===== src/rtl/mem_arbiter_pkg.sv =====
// Shared encodings and default widths for the memory-channel arbiter.
// Requester IDs double as the owner tag carried through a transaction.
package mem_arbiter_pkg;

    localparam int MEM_ADDR_BITS_DFLT = 28;
    localparam int MEM_DATA_BITS_DFLT = 128;
    localparam int MEM_MASK_BITS_DFLT = MEM_DATA_BITS_DFLT / 8;

    typedef enum logic [1:0] {
        ARB_IDLE = 2'd0,
        ARB_REQ  = 2'd1,
        ARB_RESP = 2'd2
    } arb_state_e;

    typedef enum logic {
        ARB_ID_IC = 1'b0,
        ARB_ID_DC = 1'b1
    } arb_id_e;

endpackage


===== src/rtl/mem_arb_sel.sv =====
// Combinational winner select between icache and dcache; zero latency, no state.
// MEM_ARB_RR_EN: alternate on conflict using last_grant; otherwise dcache always wins.
module mem_arb_sel
    import mem_arbiter_pkg::*;
(
    input  logic    ic_vld_i,
    input  logic    dc_vld_i,
`ifdef MEM_ARB_RR_EN
    input  arb_id_e last_grant_i,
`endif
    output logic    any_vld_o,
    output arb_id_e winner_o
);

    always_comb begin
        any_vld_o = ic_vld_i | dc_vld_i;
`ifdef MEM_ARB_RR_EN
        if (ic_vld_i && dc_vld_i) begin
            winner_o = (last_grant_i == ARB_ID_IC) ? ARB_ID_DC : ARB_ID_IC;
        end else begin
            winner_o = dc_vld_i ? ARB_ID_DC : ARB_ID_IC;
        end
`else
        winner_o = dc_vld_i ? ARB_ID_DC : ARB_ID_IC;
`endif
    end

endmodule


===== src/rtl/mem_arbiter.sv =====
// Shares one memory request/response channel between icache and dcache, one transaction in flight.
// Accept in IDLE -> mem_req_valid next cycle; requests stall in REQ on !mem_req_ready. Option: MEM_ARB_RR_EN.
module mem_arbiter
    import mem_arbiter_pkg::*;
#(
    parameter int MEM_ADDR_BITS = MEM_ADDR_BITS_DFLT,
    parameter int MEM_DATA_BITS = MEM_DATA_BITS_DFLT,
    parameter int MEM_MASK_BITS = MEM_DATA_BITS / 8
) (
    input  logic                     clk,
    input  logic                     rst,
    input  logic                     ic_req_valid,
    output logic                     ic_req_ready,
    input  logic [MEM_ADDR_BITS-1:0] ic_req_addr,
    output logic                     ic_resp_valid,
    output logic [MEM_DATA_BITS-1:0] ic_resp_data,
    input  logic                     dc_req_valid,
    output logic                     dc_req_ready,
    input  logic                     dc_req_rw,
    input  logic [MEM_ADDR_BITS-1:0] dc_req_addr,
    input  logic [MEM_DATA_BITS-1:0] dc_req_data,
    input  logic [MEM_MASK_BITS-1:0] dc_req_mask,
    output logic                     dc_resp_valid,
    output logic [MEM_DATA_BITS-1:0] dc_resp_data,
    output logic                     mem_req_valid,
    input  logic                     mem_req_ready,
    output logic                     mem_req_rw,
    output logic [MEM_ADDR_BITS-1:0] mem_req_addr,
    output logic [MEM_DATA_BITS-1:0] mem_req_data,
    output logic [MEM_MASK_BITS-1:0] mem_req_mask,
    input  logic                     mem_resp_valid,
    input  logic [MEM_DATA_BITS-1:0] mem_resp_data,
    output logic                     proto_err
);

    arb_state_e               state_q, state_d;
    arb_id_e                  owner_q, owner_d;
    logic                     rw_q, rw_d;
    logic [MEM_ADDR_BITS-1:0] addr_q, addr_d;
    logic [MEM_DATA_BITS-1:0] data_q, data_d;
    logic [MEM_MASK_BITS-1:0] mask_q, mask_d;
    logic                     proto_err_q, proto_err_d;
    logic                     any_vld;
    arb_id_e                  winner;
`ifdef MEM_ARB_RR_EN
    arb_id_e                  last_grant_q, last_grant_d;
`endif

    mem_arb_sel u_sel (
        .ic_vld_i     (ic_req_valid),
        .dc_vld_i     (dc_req_valid),
`ifdef MEM_ARB_RR_EN
        .last_grant_i (last_grant_q),
`endif
        .any_vld_o    (any_vld),
        .winner_o     (winner)
    );

    always_ff @(posedge clk) begin
        if (rst) begin
            state_q     <= ARB_IDLE;
            owner_q     <= ARB_ID_IC;
            rw_q        <= 1'b0;
            addr_q      <= '0;
            data_q      <= '0;
            mask_q      <= '0;
            proto_err_q <= 1'b0;
`ifdef MEM_ARB_RR_EN
            last_grant_q <= ARB_ID_IC;
`endif
        end else begin
            state_q     <= state_d;
            owner_q     <= owner_d;
            rw_q        <= rw_d;
            addr_q      <= addr_d;
            data_q      <= data_d;
            mask_q      <= mask_d;
            proto_err_q <= proto_err_d;
`ifdef MEM_ARB_RR_EN
            last_grant_q <= last_grant_d;
`endif
        end
    end

    always_comb begin
        state_d       = state_q;
        owner_d       = owner_q;
        rw_d          = rw_q;
        addr_d        = addr_q;
        data_d        = data_q;
        mask_d        = mask_q;
`ifdef MEM_ARB_RR_EN
        last_grant_d  = last_grant_q;
`endif
        ic_req_ready  = 1'b0;
        dc_req_ready  = 1'b0;
        mem_req_valid = 1'b0;
        ic_resp_valid = 1'b0;
        dc_resp_valid = 1'b0;
        // A response is only legal while a read is waiting for it.
        proto_err_d   = proto_err_q | (mem_resp_valid && (state_q != ARB_RESP));

        case (state_q)
            ARB_IDLE: begin
                if (any_vld) begin
                    state_d = ARB_REQ;
                    owner_d = winner;
`ifdef MEM_ARB_RR_EN
                    last_grant_d = winner;
`endif
                    if (winner == ARB_ID_DC) begin
                        dc_req_ready = 1'b1;
                        rw_d         = dc_req_rw;
                        addr_d       = dc_req_addr;
                        data_d       = dc_req_data;
                        mask_d       = dc_req_mask;
                    end else begin
                        ic_req_ready = 1'b1;
                        rw_d         = 1'b0;
                        addr_d       = ic_req_addr;
                        data_d       = '0;
                        mask_d       = '0;
                    end
                end
            end
            ARB_REQ: begin
                mem_req_valid = 1'b1;
                if (mem_req_ready) begin
                    state_d = rw_q ? ARB_IDLE : ARB_RESP;
                end
            end
            ARB_RESP: begin
                if (mem_resp_valid) begin
                    if (owner_q == ARB_ID_DC) begin
                        dc_resp_valid = 1'b1;
                    end else begin
                        ic_resp_valid = 1'b1;
                    end
                    state_d = ARB_IDLE;
                end
            end
            default: begin
                state_d = ARB_IDLE;
            end
        endcase
    end

    assign mem_req_rw   = rw_q;
    assign mem_req_addr = addr_q;
    assign mem_req_data = data_q;
    assign mem_req_mask = mask_q;
    assign ic_resp_data = mem_resp_data;
    assign dc_resp_data = mem_resp_data;
    assign proto_err    = proto_err_q;

endmodule


===== config.mk =====
export PLATFORM = sky130hd
export DESIGN_NAME = mem_arbiter
export DESIGN_NICKNAME = d
export VERILOG_FILES = /design/src/rtl/mem_arbiter_pkg.sv /design/src/rtl/mem_arb_sel.sv /design/src/rtl/mem_arbiter.sv
export SDC_FILE = /design/constraint.sdc
export NUM_CORES = 1
export LEC_CHECK = 0
export ABC_AREA = 1
export BUFFER_PORTS_ARGS = -buffer_cell sky130_fd_sc_hd__buf_2
export CORE_AREA = 2 2 298 300
export CTS_CLUSTER_SIZE = 28
export DETAILED_ROUTE_END_ITERATION = 7
export DIE_AREA = 0 0 300 302
export GPL_TIMING_DRIVEN = 0
export PLACE_DENSITY_LB_ADDON = 0.12
export SYNTH_ARGS = -nofsm -noshare
export SYNTH_HDL_FRONTEND = slang
export SYNTH_SLANG_ARGS = --single-unit

===== constraint.sdc =====
create_clock -name clk -period 3.05 [get_ports clk]
set_input_delay 0.1525 -clock clk [delete_from_list [all_inputs] [get_ports clk]]
set_output_delay 0.1525 -clock clk [all_outputs]
set_load 0.05 [all_outputs]

==> summary.txt <==
GRT
  • GRT Total Usage: 11.22%
  • Met3 usage: 4.309%
  • Met2 Use GR: 20.85%
  • Grt ovf: 0
  • Vias in the first global route: 10750
  • First-pass GRT wire length: 72.75 mm
  • Largest net degree at the start of global routing: 18
  • GRT Max-Usage Layer: met2
  • Met1 Use GR: 11.47%
  • Initial antenna violation count: 7

Clocking
  • Clock-pin slew on the worst setup and hold paths: 0.07 ns
  • CTS tree: built
  • CTS Hold Buffers Added: 191
  • Clk sinks: 177
  • H-tree lvl count: 4
  • TritonCTS Buffers: 17
  • Postcts setup bufs: 0
  • Skew-Pair Late Insertion Delay: 0.49 ns
  • CTS resizes: 0
  • Root buf cell: clkbuf_16
  • Clk buf depth: 2

STA
  • Minimum clock period: 2.048 ns
  • Setup tns final: 0 ns
  • Worst setup margin: 1.002 ns
  • Clock Skew: 0.009157 ns
  • Max Fclk: 488.3 MHz
  • Worst Tran Pin Value: 1.131 ns
  • Final cycle utilization of the critical path: 67.14%
  • Pins Over Slew Limit: 0
  • Slew margin rel.: 24.59%
  • Endpoints failing setup: 0
  • RSZ-0062 raised after global routing: no
  • Final Hold Vio Count: 0

Worst setup path
  • Crit-path max cell delay: 0.37 ns
  • Crit path buffers/inverters: 3
  • Crit path capture type: output pin
  • WP data arrival: 1.90 ns
  • Cell Chain, Critical Path: nor2_4 -> buf_4 -> nand2_1 -> inv_1 -> buf_2
  • Crit-path max FO: 11
  • Slowest CP cell: dfxtp_1
  • Setup CP Type: flop to output pin
  • Critical path startpoint category: flop
  • Critical path required time: 2.90 ns
  • Delay-heaviest family, CP: buffers and inverters

Synth
  • Compound-Gate Fraction of Synth Area: 8.382%
  • XOR/XNOR Fraction of Synth Area: 0%
  • Synth Register Bits: 177
  • Avg Cell Area, Syn: 7.340 sq um
  • Syn Std Cell Area: 0.008837 sq mm
  • Simple-gate area share of the yosys netlist: 23.70%
  • Post-Synthesis Net Count: 1539
  • Share of the yosys chip area belonging to registers: 40.10%
  • Main combinational cell family by area after synthesis: buffers and inverters
  • Post-Synthesis Cells: 1204
  • Mux contribution to synthesized area: 0%
  • Adder-Cell Fraction of Synth Area: 0%
  • Count of cell types in the netlist: 15
  • Synth warn: 0

Floorplanning
  • Die W: 300 um
  • Initial Utilization: 10.09%
  • Core Area: 0.08756 sq mm
  • Die area: 0.09060 sq mm
  • Num ports: 770
  • Row cnt: 109
  • Die height: 302 um

Layout
  • Final nets: 2388
  • Final Instance Area: 0.01601 sq mm
  • Synthesis-to-layout area growth: 81.13%
  • Share of layout cells above drive strength 1: 47.19%
  • Fillers: 10150

Detailed routing
  • Post-route DRC: 0
  • Antenna Violating Nets Remaining: 0
  • DR vias/cell: 3.266
  • Vias: 10590
  • Avg WL per Cell: 16.38 um
  • Initial detailed-routing violation count: 397
  • WL final: 53.10 mm
  • Total iterations of the first detailed-routing run: 4

Place
  • GP Congestion: 0.8367
  • DP Area: 0.01349 sq mm
  • Worst slack, placed: 0.9364 ns
  • IO Port Bufs: 639
  • Post-DP HPWL: 44.30 mm

Run
  • # Max-Cap Violations: 0

Pwr
  • Power per cell area: 505.3 mW/mm^2
  • Peak supply drop: 0.3432 mV
  • Leak Pwr: 7.915 nW

Min path
  • Min-Delay Path Class: input pin to flop

Status
  • Outcome: finished clean
[metrics by stage]
stage	hold WS [ns]	instances	util, %	power [mW]
after floorplan	0.2972	1204	-	4.790
after global placement	0.4272	3008	15.41	5.701
after detailed placement	0.4317	3008	15.41	5.700
after CTS	0.002256	3231	18.25	8.349
after global routing	0.06928	3236	18.26	8.585
final	0.05415	3242	18.28	8.088
[cell type report]
cell class | instances | area (sq um) | share of cell area [%]
antenna | 11 | 27.53 | 0.1720
buffer | 337 | 2320 | 14.49
clock buffer | 18 | 429.2 | 2.681
clock inverter | 14 | 145.1 | 0.9067
inverter | 37 | 138.9 | 0.8677
multi-input combinational | 653 | 2835 | 17.71
sequential | 177 | 3543 | 22.14
tap | 1165 | 1458 | 9.107
timing repair buffer | 830 | 5110 | 31.92
[registers in the layout (all words and copies together), names as in the netlist]
| name | count |
|---|---|
| mem_req_data | 128 |
| proto_err | 1 |
| mem_req_addr | 28 |
| mem_req_mask | 16 |
| state_q | 2 |
| mem_req_rw | 1 |
| owner_q | 1 |
[synth_stat cells, drive strengths merged]
cell type    n  area share (%)
dfxtp      177              40
nand2      294              13
nor4         1           0.071
clkbuf      35             1.5
nor3         1           0.057
inv         37             1.6
nor2        61             2.7
nand3      148             8.4
buf        302              25
a21oi      148             8.4
[kinds of logic (layout without fill, tap and decap cells)]
group,Yosys count,after routing
compound gates,148,148
buf+inv,374,1236
flops,177,177
other cells,0,11
simple gates,505,505
[worst register-to-register path, cell delays in order (launching register included)]
cell	delay [ns]
dfxtp_1	0.37
nor2_4	0.27
buf_2	0.43
buf_2	0.35
nand3_1	0.13
a21oi_1	0.16
[power by group]
group          switching, mW  leakage, nW  internal [mW]
clock network           1.16        0.278           1.15
registers             0.0976         1.45           2.50
logic                   2.22         6.18          0.959
[placed cells by master (no fill, tap or decap)]
master,instances
nor3_1,1
dfxtp_1,177
clkbuf_16,17
buf_2,672
nand2_1,293
inv_1,36
clkinvlp_4,2
inv_8,3
bufinv_16,1
inv_2,1
a21oi_1,148
nand3_1,148
nor2_1,60
buf_4,268
clkbuf_1,36
inv_6,5
clkinv_4,2
clkinv_2,1
nand2_2,1
nor4_1,1
diode_2,11
dlygate4sd3_1,191
nor2_4,1
buf_6,1
[per-layer routing]
metal,vias to the layer above,share of wire [%],routed length (um)
met2,418,53,27900
met1,4836,37,19680
met3,35,8.7,4601
met5,-,0.075,40
met4,4,1.6,874
li1,5296,-,-
[path summary, 6_finish.rpt]
check | from | endpoint | slack, ns | cells past startpoint
worst max-delay path | state_q[1] | dc_req_ready | 1.00 | 5
worst min-delay path | dc_req_addr[17] | mem_req_addr[17] | 0.05 | 5
worst max register to register | state_q[1] | mem_req_data[86] | 1.26 | 5
worst min register to register | mem_req_data[99] | mem_req_data[99] | 0.46 | 2
Power figures use the tool's default switching activity.
